--- src/rtl/mc_cpu_core.sv ---
// Multicycle MIPS-subset core: req/ack memory port with wait states, byte lanes,
// and a halt state that reports illegal instructions and misaligned word accesses.
module mc_cpu_core #(
  parameter logic [31:0] RESET_PC        = 32'h0000_0000,
  parameter int          ADDR_W          = 32,
  parameter bit          TRAP_ON_ILLEGAL = 1'b1
) (
  input  logic              clk,
  input  logic              rst,
  output logic              mem_req,
  output logic              mem_we,
  output logic [3:0]        mem_be,
  output logic [ADDR_W-1:0] mem_addr,
  output logic [31:0]       mem_wdata,
  input  logic [31:0]       mem_rdata,
  input  logic              mem_ack,
  output logic              halted,
  output logic [1:0]        fault,
  output logic [31:0]       dbg_pc,
  output logic              retire
);
  typedef enum logic [2:0] {IF_REQ, IF_WAIT, ID, EX, MEM_REQ, MEM_WAIT, WB, HALT} state_e;
  state_e state_q, state_d;

  logic [31:0] pc_q, pc_d, ir_q, ir_d, a_q, a_d, b_q, b_d, alu_q, alu_d, mdr_q, mdr_d;
  logic [4:0]  dst_q, dst_d;
  logic [31:0] rf_q [32];
  logic        mem_req_q, mem_req_d, mem_we_q, mem_we_d, halted_q, halted_d, retire_q, retire_d;
  logic [3:0]  mem_be_q, mem_be_d;
  logic [ADDR_W-1:0] mem_addr_q, mem_addr_d;
  logic [31:0] mem_wdata_q, mem_wdata_d, dbg_pc_q, dbg_pc_d;
  logic [1:0]  fault_q, fault_d;

  logic [5:0]  op_s, funct_s;
  logic [4:0]  rs_s, rt_s, rd_s, shamt_s;
  logic [31:0] simm_s, zimm_s, res_s, target_s, ld_data_s, rf_wdata_s;
  logic [7:0]  lane_s;
  logic [3:0]  be_s;
  logic        is_load_s, is_store_s, is_byte_s, wr_reg_s, illegal_s, taken_s;
  logic        misal_s, ack_s, rf_we_s;

  assign op_s    = ir_q[31:26];
  assign rs_s    = ir_q[25:21];
  assign rt_s    = ir_q[20:16];
  assign rd_s    = ir_q[15:11];
  assign shamt_s = ir_q[10:6];
  assign funct_s = ir_q[5:0];
  assign simm_s  = {{16{ir_q[15]}}, ir_q[15:0]};
  assign zimm_s  = {16'h0000, ir_q[15:0]};
  // An ack only counts while a request is actually outstanding.
  assign ack_s     = mem_ack & mem_req_q;
  assign is_byte_s = (op_s == 6'h20) || (op_s == 6'h24) || (op_s == 6'h28);
  assign misal_s   = !is_byte_s && (alu_q[1:0] != 2'b00);
  assign be_s      = is_byte_s ? (4'b0001 << alu_q[1:0]) : 4'hF;

  always_comb begin
    is_load_s = 1'b0; is_store_s = 1'b0; wr_reg_s = 1'b0; illegal_s = 1'b0;
    taken_s = 1'b0; target_s = pc_q; res_s = 32'h0000_0000;
    case (op_s)
      6'h00: begin
        wr_reg_s = 1'b1;
        case (funct_s)
          6'h00:        res_s = b_q << shamt_s;
          6'h02:        res_s = b_q >> shamt_s;
          6'h03:        res_s = $signed(b_q) >>> shamt_s;
          6'h08:        begin wr_reg_s = 1'b0; taken_s = 1'b1; target_s = a_q; end
          6'h20, 6'h21: res_s = a_q + b_q;
          6'h22, 6'h23: res_s = a_q - b_q;
          6'h24:        res_s = a_q & b_q;
          6'h25:        res_s = a_q | b_q;
          6'h26:        res_s = a_q ^ b_q;
          6'h27:        res_s = ~(a_q | b_q);
          6'h2A:        res_s = {31'd0, $signed(a_q) < $signed(b_q)};
          6'h2B:        res_s = {31'd0, a_q < b_q};
          default:      begin wr_reg_s = 1'b0; illegal_s = 1'b1; end
        endcase
      end
      6'h02:        begin taken_s = 1'b1; target_s = {pc_q[31:28], ir_q[25:0], 2'b00}; end
      6'h03: begin
        taken_s = 1'b1; target_s = {pc_q[31:28], ir_q[25:0], 2'b00};
        wr_reg_s = 1'b1; res_s = pc_q;
      end
      6'h04:        begin taken_s = (a_q == b_q); target_s = pc_q + {simm_s[29:0], 2'b00}; end
      6'h05:        begin taken_s = (a_q != b_q); target_s = pc_q + {simm_s[29:0], 2'b00}; end
      6'h08, 6'h09: begin wr_reg_s = 1'b1; res_s = a_q + simm_s; end
      6'h0A:        begin wr_reg_s = 1'b1; res_s = {31'd0, $signed(a_q) < $signed(simm_s)}; end
      6'h0B:        begin wr_reg_s = 1'b1; res_s = {31'd0, a_q < simm_s}; end
      6'h0C:        begin wr_reg_s = 1'b1; res_s = a_q & zimm_s; end
      6'h0D:        begin wr_reg_s = 1'b1; res_s = a_q | zimm_s; end
      6'h0E:        begin wr_reg_s = 1'b1; res_s = a_q ^ zimm_s; end
      6'h0F:        begin wr_reg_s = 1'b1; res_s = {ir_q[15:0], 16'h0000}; end
      6'h20, 6'h23, 6'h24: begin is_load_s = 1'b1; res_s = a_q + simm_s; end
      6'h28, 6'h2B:        begin is_store_s = 1'b1; res_s = a_q + simm_s; end
      default:      illegal_s = 1'b1;
    endcase
  end

  always_comb begin
    case (alu_q[1:0])
      2'd0:    lane_s = mdr_q[7:0];
      2'd1:    lane_s = mdr_q[15:8];
      2'd2:    lane_s = mdr_q[23:16];
      default: lane_s = mdr_q[31:24];
    endcase
    case (op_s)
      6'h20:   ld_data_s = {{24{lane_s[7]}}, lane_s};
      6'h24:   ld_data_s = {24'h000000, lane_s};
      default: ld_data_s = mdr_q;
    endcase
  end

  always_ff @(posedge clk or posedge rst) begin
    if (rst) state_q <= IF_REQ;
    else     state_q <= state_d;
  end

  always_comb begin
    state_d = state_q;
    case (state_q)
      IF_REQ:   state_d = IF_WAIT;
      IF_WAIT:  if (ack_s) state_d = ID; else state_d = IF_WAIT;
      ID:       state_d = EX;
      EX: begin
        if (illegal_s && TRAP_ON_ILLEGAL)  state_d = HALT;
        else if (is_load_s || is_store_s) state_d = MEM_REQ;
        else if (wr_reg_s)                state_d = WB;
        else                              state_d = IF_REQ;
      end
      MEM_REQ:  if (misal_s) state_d = HALT; else state_d = MEM_WAIT;
      MEM_WAIT: begin
        if (ack_s) state_d = is_load_s ? WB : IF_REQ;
        else       state_d = MEM_WAIT;
      end
      WB:       state_d = IF_REQ;
      HALT:     state_d = HALT;
      default:  state_d = HALT;
    endcase
  end

  // Next values for every registered output and datapath register.
  always_comb begin
    pc_d = pc_q; ir_d = ir_q; a_d = a_q; b_d = b_q; alu_d = alu_q; mdr_d = mdr_q; dst_d = dst_q;
    mem_req_d = mem_req_q; mem_we_d = mem_we_q; mem_be_d = mem_be_q; mem_addr_d = mem_addr_q;
    mem_wdata_d = mem_wdata_q; dbg_pc_d = dbg_pc_q; fault_d = fault_q; retire_d = 1'b0;
    rf_we_s = 1'b0; rf_wdata_s = 32'h0000_0000;
    case (state_q)
      IF_REQ: begin
        mem_req_d = 1'b1; mem_we_d = 1'b0; mem_be_d = 4'hF;
        mem_addr_d = pc_q[ADDR_W-1:0]; dbg_pc_d = pc_q;
      end
      IF_WAIT: begin
        if (ack_s) begin
          ir_d = mem_rdata; mem_req_d = 1'b0; pc_d = pc_q + 32'd4;
        end else begin
          mem_req_d = mem_req_q;
        end
      end
      ID: begin
        a_d = (rs_s == 5'd0) ? 32'h0000_0000 : rf_q[rs_s];
        b_d = (rt_s == 5'd0) ? 32'h0000_0000 : rf_q[rt_s];
        if (op_s == 6'h00)      dst_d = rd_s;
        else if (op_s == 6'h03) dst_d = 5'd31;
        else                    dst_d = rt_s;
      end
      EX: begin
        alu_d = res_s;
        if (taken_s) pc_d = target_s; else pc_d = pc_q;
        if (illegal_s && TRAP_ON_ILLEGAL) fault_d = 2'd1; else fault_d = fault_q;
        retire_d = (state_d == IF_REQ);
      end
      MEM_REQ: begin
        if (misal_s) begin
          fault_d = 2'd2; mem_req_d = 1'b0;
        end else begin
          mem_req_d = 1'b1; mem_we_d = is_store_s; mem_be_d = be_s;
          mem_addr_d = alu_q[ADDR_W-1:0];
          mem_wdata_d = is_store_s ? (is_byte_s ? {4{b_q[7:0]}} : b_q) : 32'h0000_0000;
        end
      end
      MEM_WAIT: begin
        if (ack_s) begin
          mem_req_d = 1'b0; mdr_d = mem_rdata; retire_d = is_store_s;
        end else begin
          mem_req_d = mem_req_q;
        end
      end
      WB: begin
        rf_we_s = (dst_q != 5'd0);
        rf_wdata_s = is_load_s ? ld_data_s : alu_q;
        retire_d = 1'b1;
      end
      HALT:    mem_req_d = 1'b0;
      default: mem_req_d = 1'b0;
    endcase
    halted_d = (state_d == HALT);
  end

  always_ff @(posedge clk or posedge rst) begin
    if (rst) begin
      pc_q <= RESET_PC; ir_q <= 32'h0000_0000; a_q <= 32'h0000_0000; b_q <= 32'h0000_0000;
      alu_q <= 32'h0000_0000; mdr_q <= 32'h0000_0000; dst_q <= 5'd0;
      mem_req_q <= 1'b0; mem_we_q <= 1'b0; mem_be_q <= 4'h0; mem_addr_q <= {ADDR_W{1'b0}};
      mem_wdata_q <= 32'h0000_0000; dbg_pc_q <= RESET_PC; fault_q <= 2'd0;
      halted_q <= 1'b0; retire_q <= 1'b0;
    end else begin
      pc_q <= pc_d; ir_q <= ir_d; a_q <= a_d; b_q <= b_d;
      alu_q <= alu_d; mdr_q <= mdr_d; dst_q <= dst_d;
      mem_req_q <= mem_req_d; mem_we_q <= mem_we_d; mem_be_q <= mem_be_d; mem_addr_q <= mem_addr_d;
      mem_wdata_q <= mem_wdata_d; dbg_pc_q <= dbg_pc_d; fault_q <= fault_d;
      halted_q <= halted_d; retire_q <= retire_d;
    end
  end

  always_ff @(posedge clk or posedge rst) begin
    if (rst) begin
      for (int i = 0; i < 32; i++) rf_q[i] <= 32'h0000_0000;
    end else if (rf_we_s) begin
      rf_q[dst_q] <= rf_wdata_s;
    end
  end

  assign mem_req = mem_req_q;   assign mem_we = mem_we_q;       assign mem_be = mem_be_q;
  assign mem_addr = mem_addr_q; assign mem_wdata = mem_wdata_q; assign halted = halted_q;
  assign fault = fault_q;       assign dbg_pc = dbg_pc_q;       assign retire = retire_q;
endmodule

--- config.mk ---
export PLATFORM = sky130hd
export DESIGN_NAME = mc_cpu_core
export DESIGN_NICKNAME = d
export VERILOG_FILES = /design/src/rtl/mc_cpu_core.sv
export SDC_FILE = /design/constraint.sdc
export NUM_CORES = 2
export LEC_CHECK = 0
export CAP_MARGIN = 20
export CORE_ASPECT_RATIO = 0.75
export CORE_MARGIN = 3
export CORE_UTILIZATION = 45
export DETAILED_ROUTE_END_ITERATION = 8
export PLACE_DENSITY_LB_ADDON = 0.25
export RECOVER_POWER = 25
export SETUP_SLACK_MARGIN = 0.05
export SLEW_MARGIN = 20
export SYNTH_ARGS = -nofsm -noshare
export SYNTH_HDL_FRONTEND = slang
export SYNTH_SLANG_ARGS = --single-unit
export TNS_END_PERCENT = 20
--- constraint.sdc ---
create_clock -name clk -period 82.9 [get_ports clk]
set_input_delay 16.58 -clock clk [delete_from_list [all_inputs] [get_ports clk]]
set_output_delay 16.58 -clock clk [all_outputs]
set_load 0.01 [all_outputs]
==> reports/qor.csv <==
stage,metric,value,unit
run_status,status,"finished, violations left",
run_status,violated checks,"max-capacitance violations, max-slew violations",
critical_path,origin of the critical flop-to-flop path,ir_q[16],
route,DR WL/cell,32.1,µm
critical_path,Arrival @ worst endpoint,20.49,ns
clock_tree,# H-tree levels,4,
critical_path,CP startpoint kind,primary input,
sta,final number of hold-violating endpoints,0,
placement,placer congestion estimate,1.05,
layout,final instance area,87200,µm²
clock_tree,Post-CTS Setup Inserts,0,
floorplanning,die area,181000,µm²
logic_synthesis,asr flop ratio synth,1.00,
global_route,initial antenna violation count,24,
critical_path,Buf/Inv on CP,6,
sta,RSZ-0062 raised after global routing,false,
logic_synthesis,synthesized flop and latch total,1330,
flow_run,Max-cap violations,27,
sta,Final min period,19.79,ns
power_and_ir_drop,Max IR drop VDD,0.0200,mV
critical_path,CP max FO,72,
sta,Rel. slew slack,-1.56,
critical_path,critical path depth in cells,6,
critical_path,CP Capture Type,async pin,
sta,worst slew pin tran,3.84,ns
layout,fillers,15700,
floorplanning,Initial Utilization,0.456,
global_route,total track usage,0.347,
critical_path,CP Cell Sequence,"clkdlybuf4s50_1, inv_8, buf_4, buf_4, buf_4, buf_4",
layout,"Area growth, synth to finish",10.1,%
clock_tree,worst-skew pair later-pin latency,0.82,ns
route,final wirelength,320000,µm
clock_tree,clock-pin slew on the worst setup and hold paths,0.06,ns
critical_path,cell family with most CP delay,buffers and inverters,
logic_synthesis,post-synth cell types,99,
route,post-detailed-route count of antenna-violating nets,0,
placement,dpl cell area,82400,µm²
critical_path,CP peak stage delay,0.81,ns
logic_synthesis,Synth Net Count,8005,
floorplanning,width of the die,490,µm
sta,Max Fclk,50.5,MHz
min_path,Worst Hold Path EP,rf_q[1000],
min_path,Hold WC Path Type,reg2reg,
clock_tree,"Hold-fix buffers, CTS",0,
global_route,vias in the first global route,63400,
global_route,gr ovfl total,0,
critical_path,slowest cell on the critical path,buf_4,
placement,number of port buffers,140,
clock_tree,Sink Count,1330,
route,drt pass-1 iters,9,
min_path,worst hold stages,0,
floorplanning,row count,132,
sta,Final Slew Violations,890,
route,drt drc,0,
sta,Fin Setup TNS,0,ns
sta,final worst-path cycle share,0.239,
critical_path,R2R setup slack,74.74,ns
logic_synthesis,Mapped Area,79200,µm²
logic_synthesis,Syn Area/Cell,10.2,µm²
route,Vias/cell,6.69,
layout,Final nets,7745,
power_and_ir_drop,cell leakage power,35.4,nW
logic_synthesis,synth warn,0,
floorplanning,Die H,369,µm
sta,endpoints failing setup,0,
route,DRT iter0 DRCs,10500,
global_route,largest net degree at the start of global routing,160,
placement,DP Wirelength,214000,µm
global_route,first-pass GRT wire length,461000,µm
layout,layout cells sized above 1,0.171,
critical_path,reg2reg end,b_q[19],
power_and_ir_drop,P per Cell Area,15.4,nW/µm²
critical_path,CP dominant cell by count,buf_4,
min_path,hold path start,rf_q[1000],
clock_tree,Num CTS Buffers,139,
critical_path,"Req. time, crit path",83.60,ns
sta,Worst Skew,0.0486,ns
logic_synthesis,top_reg_cell synth,dfrtp_1,
clock_tree,CTS tree,built,
clock_tree,CTS-repair resized insts,0,
route,vias,66600,
logic_synthesis,sequential-to-total area share from yosys stat,0.420,
clock_tree,clk root buf,clkbuf_16,
critical_path,CP Class,in2async,
logic_synthesis,"EDFF count, synth",0,
logic_synthesis,Syn Inst Count,7754,
clock_tree,buffer depth of the longest clock path,3,
critical_path,reg2reg path depth,9,
floorplanning,CORE AREA,174000,µm²
floorplanning,I/O pin cnt,141,
==> power by group <==
part | switching (mW) | internal [mW]
clock network | 0.291 | 0.391
registers | 0 | 0.649
logic | 0.0134 | 0.00230
==> final cells by class <==
class                      count  area (µm²)  area share
antenna                        6        15.0    0.000172
clock buffer                 198        4040      0.0463
clock inverter                58         885      0.0101
sequential                  1330       33300       0.382
timing repair buffer         336        2860      0.0328
multi-input combinational   5539       42600       0.489
inverter                     148         563     0.00645
tap                         2345        2930      0.0336
==> cell families (layout without fill, tap and decap cells) <==
| kind of cell | count (synthesis) | count (layout) | synth area share |
|---|---|---|---|
| compound gates | 2228 | 2228 | 0.166 |
| xor+xnor | 110 | 110 | 0.0122 |
| fa+ha+maj | 216 | 216 | 0.0345 |
| buf+inv | 885 | 740 | 0.0442 |
| flops | 1330 | 1330 | 0.420 |
| mux | 931 | 931 | 0.215 |
| other cells | 0 | 6 | 0 |
| simple gates | 2054 | 2054 | 0.108 |
==> flip-flops by register name (all words and copies together) (netlist names) <==
signal	cells
rf_q	1024
alu_q	32
dst_q	5
mdr_q	32
retire	1
mem_be	4
mem_addr	32
b_q	32
fault	2
halted	1
a_q	32
mem_req	1
pc_q	32
mem_wdata	32
dbg_pc	32
ir_q	32
state_q	3
mem_we	1
==> worst max-delay path by stage <==
stage,start,to,slack (ns)
final,rst,ir_q[16],63.11
after global routing,rst,ir_q[16],62.54
after CTS,rst,ir_q[24],62.36
after detailed placement,rst,ir_q[24],61.51
after global placement,rst,ir_q[24],61.57
after floorplan,rst,a_q[0],28.83
==> metrics by stage <==
step / std cells / worst slack (ns) / hold slack, ns / total power, mW / util
CTS: 9950 / 62.36 / 0.397 / 1.35 / 0.502
global route: 9954 / 62.54 / 0.407 / 1.38 / 0.502
detailed placement: 9694 / 61.51 / 0.383 / 0.677 / 0.474
finish: 9960 / 63.11 / 0.393 / 1.35 / 0.502
floorplan: 7754 / 28.83 / 0.441 / 0.672 / -
global placement: 9694 / 61.57 / 0.376 / 0.677 / 0.474
==> per-layer routing <==
metal,wire length [µm],share of wire,GRT usage
met5,236,0.00074,0
met1,133000,0.42,0.506
met3,46200,0.14,0.139
met4,12100,0.038,0.119
met2,128000,0.40,0.466
==> synth_stat cells (30+ instances only) <==
cell type | count | area, µm²
mux4_2 | 599 | 13500
buf_2 | 102 | 510
o21ai_0 | 1170 | 5860
xnor2_1 | 88 | 771
dfrtp_1 | 1330 | 33300
mux2_2 | 204 | 2300
clkbuf_1 | 564 | 2120
o31ai_1 | 55 | 413
nand2_1 | 1408 | 5290
o211ai_1 | 54 | 405
a31oi_1 | 70 | 438
nor3_1 | 50 | 250
o32ai_1 | 54 | 473
inv_1 | 145 | 544
nor2_1 | 319 | 1200
a211oi_1 | 50 | 375
a21o_1 | 30 | 225
ha_1 | 212 | 2650
buf_1 | 58 | 218
nor2b_1 | 67 | 419
o22ai_1 | 108 | 676
a221oi_1 | 33 | 289
nand3_1 | 49 | 245
mux2i_1 | 128 | 1280
a21oi_1 | 357 | 1790
==> placed cells by master, fill, tap and decap left out, drive strengths merged, types with 30 or more instances in the layout <==
cell type,n
nand2,1409
dfrtp,1330
o21ai,1185
mux4,599
a21oi,361
nor2,321
clkbuf,238
ha,212
mux2,204
buf,156
inv,153
clkdlybuf4s50,140
mux2i,128
o22ai,108
xnor2,88
a31oi,70
nor2b,67
o31ai,56
nor3,55
o211ai,54
o32ai,54
a211oi,53
nand3,50
clkinv,34
a221oi,33
a21o,30
(Power assumes the default switching activity.)
